==> src/rtl/line_sequencer.sv <==
// rtl/line_sequencer.sv - command FIFO and launch sequencer for the line drawer
// Buffers line commands, resolves polyline chaining and launches one line at a time.
module line_sequencer #(
    parameter int FIFO_DEPTH = 4,
    parameter int TIMEOUT    = 2048
) (
    input  logic        pclk,
    input  logic        rst,
    input  logic        cmd_valid,
    output logic        cmd_ready,
    input  logic [9:0]  cmd_stax,
    input  logic [9:0]  cmd_stay,
    input  logic [9:0]  cmd_endx,
    input  logic [9:0]  cmd_endy,
    input  logic        cmd_chain,
    output logic        ld_go,
    input  logic        ld_busy,
    output logic [9:0]  ld_stax,
    output logic [9:0]  ld_stay,
    output logic [9:0]  ld_endx,
    output logic [9:0]  ld_endy,
    output logic [15:0] lines_done,
    output logic        err_timeout,
    output logic        idle
);
    localparam int AW = $clog2(FIFO_DEPTH);
    localparam int EW = 41;
    localparam int CW = $clog2(TIMEOUT + 1);
    localparam logic [CW-1:0] WD_LIMIT = CW'(TIMEOUT);

    localparam logic [1:0] S_IDLE  = 2'd0;
    localparam logic [1:0] S_ISSUE = 2'd1;
    localparam logic [1:0] S_ARM   = 2'd2;
    localparam logic [1:0] S_DRAW  = 2'd3;

    logic [EW-1:0] mem_q [FIFO_DEPTH];
    logic [AW:0]   wr_ptr_q, rd_ptr_q;
    logic          empty, full, push, pop;
    logic [EW-1:0] head;

    logic [1:0]    state_q, state_d;
    logic [CW-1:0] cnt_q, cnt_d, cnt_inc;
    logic [15:0]   done_q, done_d;
    logic          err_q, err_d;
    logic [9:0]    stax_q, stay_q, endx_q, endy_q;
    logic [9:0]    last_x_q, last_y_q;

    assign empty     = (wr_ptr_q == rd_ptr_q);
    assign full      = (wr_ptr_q[AW] != rd_ptr_q[AW]) && (wr_ptr_q[AW-1:0] == rd_ptr_q[AW-1:0]);
    assign cmd_ready = !full;
    assign push      = cmd_valid && !full;
    assign head      = mem_q[rd_ptr_q[AW-1:0]];
    assign cnt_inc   = (cnt_q == WD_LIMIT) ? cnt_q : cnt_q + CW'(1);

    always_comb begin
        state_d = state_q;
        cnt_d   = cnt_q;
        done_d  = done_q;
        err_d   = err_q;
        pop     = 1'b0;
        case (state_q)
            S_IDLE: begin
                if (!empty && !ld_busy) begin
                    pop     = 1'b1;
                    state_d = S_ISSUE;
                end
            end
            S_ISSUE: begin
                cnt_d   = '0;
                state_d = S_ARM;
            end
            S_ARM: begin
                cnt_d = cnt_inc;
                if (ld_busy) begin
                    state_d = S_DRAW;
                end else if (cnt_inc == WD_LIMIT) begin
                    err_d   = 1'b1;
                    state_d = S_IDLE;
                end
            end
            default: begin
                cnt_d = cnt_inc;
                if (!ld_busy) begin
                    done_d = done_q + 16'd1;
                    if (!empty) begin
                        pop     = 1'b1;
                        state_d = S_ISSUE;
                    end else begin
                        state_d = S_IDLE;
                    end
                end else if (cnt_inc == WD_LIMIT) begin
                    // drawer cannot be aborted: flag it and keep waiting
                    err_d = 1'b1;
                end
            end
        endcase
    end

    always_ff @(posedge pclk) begin
        if (push) begin
            mem_q[wr_ptr_q[AW-1:0]] <= {cmd_chain, cmd_stax, cmd_stay, cmd_endx, cmd_endy};
        end
    end

    always_ff @(posedge pclk) begin
        if (rst) begin
            wr_ptr_q <= '0;
            rd_ptr_q <= '0;
            state_q  <= S_IDLE;
            cnt_q    <= '0;
            done_q   <= '0;
            err_q    <= 1'b0;
            stax_q   <= '0;
            stay_q   <= '0;
            endx_q   <= '0;
            endy_q   <= '0;
            last_x_q <= '0;
            last_y_q <= '0;
        end else begin
            state_q <= state_d;
            cnt_q   <= cnt_d;
            done_q  <= done_d;
            err_q   <= err_d;
            if (push) begin
                wr_ptr_q <= wr_ptr_q + (AW+1)'(1);
            end
            if (pop) begin
                rd_ptr_q <= rd_ptr_q + (AW+1)'(1);
                endx_q   <= head[19:10];
                endy_q   <= head[9:0];
                last_x_q <= head[19:10];
                last_y_q <= head[9:0];
                stax_q   <= head[40] ? last_x_q : head[39:30];
                stay_q   <= head[40] ? last_y_q : head[29:20];
            end
        end
    end

    assign ld_go       = (state_q == S_ISSUE) && !rst;
    assign ld_stax     = stax_q;
    assign ld_stay     = stay_q;
    assign ld_endx     = endx_q;
    assign ld_endy     = endy_q;
    assign lines_done  = done_q;
    assign err_timeout = err_q;
    assign idle        = (state_q == S_IDLE) && empty && !ld_busy;
endmodule

==> config.mk <==
export PLATFORM = sky130hd
export DESIGN_NAME = line_sequencer
export DESIGN_NICKNAME = d
export VERILOG_FILES = /design/src/rtl/line_sequencer.sv
export SDC_FILE = /design/constraint.sdc
export NUM_CORES = 1
export LEC_CHECK = 0
export ABC_CLOCK_PERIOD_IN_PS = 3600
export CAP_MARGIN = 20
export CORE_ASPECT_RATIO = 1.5
export CORE_MARGIN = 4
export CORE_UTILIZATION = 38
export CTS_CLUSTER_SIZE = 24
export DETAILED_ROUTE_END_ITERATION = 10
export HOLD_SLACK_MARGIN = 0.05
export PLACE_DENSITY = 0.65
export SETUP_SLACK_MARGIN = 0.3
export SKIP_CTS_REPAIR_TIMING = 1
export SLEW_MARGIN = 15
export SYNTH_ARGS = -nofsm -noshare
export SYNTH_HDL_FRONTEND = slang
export SYNTH_SLANG_ARGS = --single-unit
==> constraint.sdc <==
create_clock -name pclk -period 3.6 [get_ports pclk]
set_clock_uncertainty 0.15 [all_clocks]
set_input_delay 0.36 -clock pclk [delete_from_list [all_inputs] [get_ports pclk]]
set_output_delay 0.36 -clock pclk [all_outputs]
set_load 0.02 [all_outputs]
* Word-level counts from Yosys, hierarchy flattened *
Memories as Yosys holds them, arrays and structs flattened. A register that Yosys moved wholly into a read port is not among the register bits.
Index checks and enable logic that the tools add are counted.

operators by class
  add/sub/neg operators = 4
  eq/ne operators = 11
  mux-type cells = 22
  bitwise operators = 3
  reduce and logical (&&, ||, !) cells = 18

operator list
  kind                     number
  $eq A12 B12 Y1 const B   2
  $pmux W12 S2             1
  $mux W10                 2
  $add A16 B1 Y16 const B  1
  $add A12 B1 Y12 const B  1
  $mux W12                 1
  $mux W2                  6
  $mux W1                  9
  $add A3 B1 Y3 const B    2
  $logic_and A1 B1 Y1      6
  $pmux W2 S3              1
  $reduce_and A3 Y1        2
  $logic_not A1 Y1         4
  $ne A2 B2 Y1 const B     2
  $ne A4 B1 Y1 const B     1
  $pmux W1 S2              2
  $reduce_or A2 Y1         2
  $eq A3 B3 Y1             1
  $ne A3 B3 Y1 const B     1
  $not A1 Y1               3
  $reduce_or A3 Y1         1
  $eq A2 B1 Y1 const B     1
  $eq A2 B2 Y1             1
  $eq A2 B2 Y1 const B     1
  4 further kinds          4

word-level totals
  register bits after elaboration = 77
  RAM bits = 164
  bits of input ports = 45
  output and inout bits = 60
  logic and storage cells = 69
  memories = 1

memory list
  name   depth  bits a word  rd ports  clocked after memory_dff  wr ports  line  source
  mem_q  4      41           1         1                         1         36    logic [EW-1:0] mem_q [FIFO_DEPTH];

* Logic depth before layout (Yosys ltp) *
  depth after elaboration = 7
  depth in mapped cells = 8
  depth with buffers taken out = 7

* Least setup slack after synthesis *
OpenSTA, ideal clock, no wires.

  kind = flip-flop to flip-flop
  from = reg wr_ptr_q[0]
  to = mem mem_q[3][0], enable pin
  setup time = 0.404 ns
  arrival = 1.930 ns
  setup slack = 1.116 ns
  stages on the path, launching flop included = 4
  buffers on the path = 0
  period minus slack after synthesis = 2.484 ns
  path through = dfxtp_1 -> xor2_1 -> o31a_1 -> and2_1

between the ends
  longest elaborated chain between the ends = 6

RTL lines
  element                        line  source
  from (decl)                    37    logic [AW:0] wr_ptr_q, rd_ptr_q;
  from (signal assigned)         125   wr_ptr_q <= wr_ptr_q + (AW+1)'(1);
  $eq A2 B2 Y1                   49    assign full = (wr_ptr_q[AW] != rd_ptr_q[AW]) && (wr_ptr_q[AW-1:0] == rd_ptr_q[AW-1:0]);
  $logic_and A1 B1 Y1            49
  $logic_not A1 Y1               51    assign push = cmd_valid && !full;
  $logic_and A1 B1 Y1            51
  $mux W1                        100   if (push) begin
  $mux W1 (not written as such)  101   mem_q[wr_ptr_q[AW-1:0]] <= {cmd_chain, cmd_stax, cmd_stay, cmd_endx, cmd_endy};
  to (decl)                      36

Several ways; a longest one is shown, not always the timed one.

* Worst setup path after layout *
  from = reg wr_ptr_q[0]
  to = out idle

between the ends
  longest elaborated chain between the ends = 3

RTL lines
  element                            line  source
  $eq A3 B3 Y1                       48    assign empty = (wr_ptr_q == rd_ptr_q);
  $logic_and A1 B1 Y1 (2 in series)  146   assign idle = (state_q == S_IDLE) && empty && !ld_busy;
  to (decl)                          24    output logic idle

No other way between the ends.

==> impl_metrics.py <==
metrics = {
    "synth": {
        "syn_inst": 655,
        "ys_seq_area_share_pct": 67.6,
        "synthArstFlopShare_pct": 0,
        "synth.avg_cell_area_um2": 14.7,
        "synth_cell_types": 54,
        "ys.flop_type": "edfxtp_1",
        "yosys_warnings": 0,
        "syn_area_um2": 9630,
        "synth_nets": 709,
        "yosysMostFrequentCell": "edfxtp_1",
        "synth_edf_count": 164,
        "ys_seq_elements": 243,
        "yosysTopAreaCell": "edfxtp_1",
        "synth_commonest_cells": "164 x edfxtp_1, 79 x dfxtp_1, 62 x nand2_1, 55 x nor2_1, 41 x mux4_2",
        "netlist.area_leader.share_pct": 51.1,
        "synthTopCellsByArea": "edfxtp_1 51%, dfxtp_1 16%, mux4_2 9.6%",
    },
    "power": {
        "powerDensity_nw_per_um2": 618,
        "p_total_mw": 7.31,
        "power.leakage_nw": 3.86,
        "peakVddDrop_mv": 0.382,
    },
    "worst_setup_path": {
        "setup.worst_path.end_class": "primary output",
        "critPathArrivalTime_ns": 2.28,
        "crit_type": "register to primary output",
        "cp-start-kind": "register",
        "required_ns": 3.09,
        "path_max_fanout": 6,
    },
    "sta": {
        "final_hold_viol_count": 0,
        "max_freq_mhz": 358,
        "tightestPinTransition_ns": 0.936,
        "relSlewSlack_pct": 37.6,
        "grt_setup_unrepaired": "false",
        "timing.final.crit_share_pct": 77.6,
        "finalMaxSlewViolations": 0,
        "setup_viol": 0,
        "min_period_ns": 2.79,
        "setup-tns-final_ns": 0,
    },
    "worst_hold_path": {
        "hold_path_class": "register to register",
    },
    "final_layout": {
        "drive_gt1_share_pct": 13.2,
        "instances_no_fill": 1103,
        "layout.nets": 812,
        "area_growth_pct": 22.8,
    },
    "die": {
        "core_region_area_um2": 25100,
        "die_y_um": 203,
        "io_pins": 105,
        "dieArea_um2": 28000,
        "die_x_um": 138,
        "std_cell_rows": 71,
        "initial_core_util_pct": 38.4,
    },
    "grt": {
        "grt_max_degree": 81,
        "grt_antenna_before_repair": 0,
        "overflow": 0,
        "grt_pass1_wl_um": 31800,
        "grt_pass1_vias": 5647,
        "grt.total_usage_pct": 14.6,
    },
    "clocking": {
        "cts.clk_slew.worst_paths_ns": 0.07,
        "cts_max_path_buffers": 3,
        "clock-sinks": 243,
        "clock_latency_ns": 0.51,
        "cts_root_buf": "clkbuf_16",
        "htree_levels": 1,
        "cts_tree": "built",
        "numCtsBuffers": 23,
    },
    "place": {
        "place_inst": 1061,
        "place_hpwl_um": 12600,
        "gp_congestion": 0.751,
        "port_buffers": 104,
    },
    "routing": {
        "wire_per_inst_um": 18.3,
        "dr.pass1.iters": 4,
        "viasPerCell": 5.05,
        "ant_nets": 0,
        "finalWirelength_um": 20200,
        "vias": 5570,
        "drt-initial-drc-count": 281,
        "drc": 0,
    },
    "flow_run": {
        "drv_cap": 0,
    },
    "status": {
        "run_status": "finished, final reports clean",
    },
}
[worst max-delay path: stages, from the launching register on]
cell,delay [ns]
dfxtp_1,0.39
xnor2_1,0.38
nand3_1,0.20
nor3_1,0.17
clkdlybuf4s50_1,0.63
[per-stage QoR]
step	setup slack, ns	instance area (um^2)	hold slack [ns]	utilization (%)
6_report	0.808	11800	0.326	47.2
5_1_grt	0.700	11800	0.336	47.2
4_1_cts	0.793	11800	0.321	47.2
3_5_place_dp	1.04	11000	0.321	44.0
3_3_place_gp	1.09	11000	0.310	44.0
2_1_floorplan	1.12	9630	0.309	-
[flip-flops by register name, summed over array words and instances (netlist names), named ones only]
| signal | flops |
|---|---|
| cnt_q | 12 |
| err_timeout | 1 |
| last_x_q | 10 |
| last_y_q | 10 |
| ld_stax | 10 |
| ld_stay | 10 |
| lines_done | 16 |
| mem_q | 164 |
| rd_ptr_q | 3 |
| state_q | 2 |
| wr_ptr_q | 3 |
[metal layers]
layer / track usage (%) / part of all wire [%]
met2: 25.8 / 53
met1: 18.3 / 41
met4: 4.66 / 1.8
met3: 2.01 / 4.1
met5: 0 / 0
[final timing paths]
check                                  from           to  slack (ns)  cells past startpoint
worst min register to register  last_y_q[3]  last_y_q[3]        0.33                      2
worst max register to register     cnt_q[0]  err_timeout        1.19                      7
worst min-delay path            last_y_q[3]  last_y_q[3]        0.33                      2
worst max-delay path            wr_ptr_q[0]         idle        0.81                      4
[cells by family (layout without fill, tap and decap cells)]
group / after synthesis / count (layout) / share of synthesized area, %
AOI/OAI and AO/OA: 88 / 88 / 6.04
xor gates and xnor gates: 26 / 26 / 2.36
adders and majority gates: 9 / 9 / 1.17
buffers and inverters: 46 / 165 / 2.07
DFF: 243 / 243 / 67.6
muxes: 64 / 64 / 12.0
other: 0 / 1 / 0
and+or+nand+nor: 179 / 179 / 8.81
[power breakdown]
part           internal, mW  leakage [nW]  switching (mW)
sequential             3.20          2.15           0.193
combinational         0.659          1.33           0.700
clock                  1.56         0.386           0.998
[placed cells by master, fill, tap and decap left out, types with 6 or more instances in the layout]
cell type and n:
mux4_2 41, a21oi_1 32, xnor2_1 10, clkbuf_1 6, nor2_1 55, clkbuf_16 23, clkdlybuf4s50_1 103, xor2_1 16
ha_1 9, nor2b_1 6, o21ai_0 11, a211oi_1 23, inv_1 9, edfxtp_1 164, nand2_1 62, dfxtp_1 77
nor3_1 6, buf_4 10, nand3_1 10, nand4_1 10, mux2i_1 22
[final cells by class]
class,instances,area [um^2]
fill,2207,13200
sequential,243,6510
multi-input combinational,366,2940
timing repair buffer,115,1130
clock buffer,30,612
tap,328,410
clock inverter,11,185
inverter,9,33.8
antenna,1,2.50
Note: power is estimated with default switching activity, not from simulation.
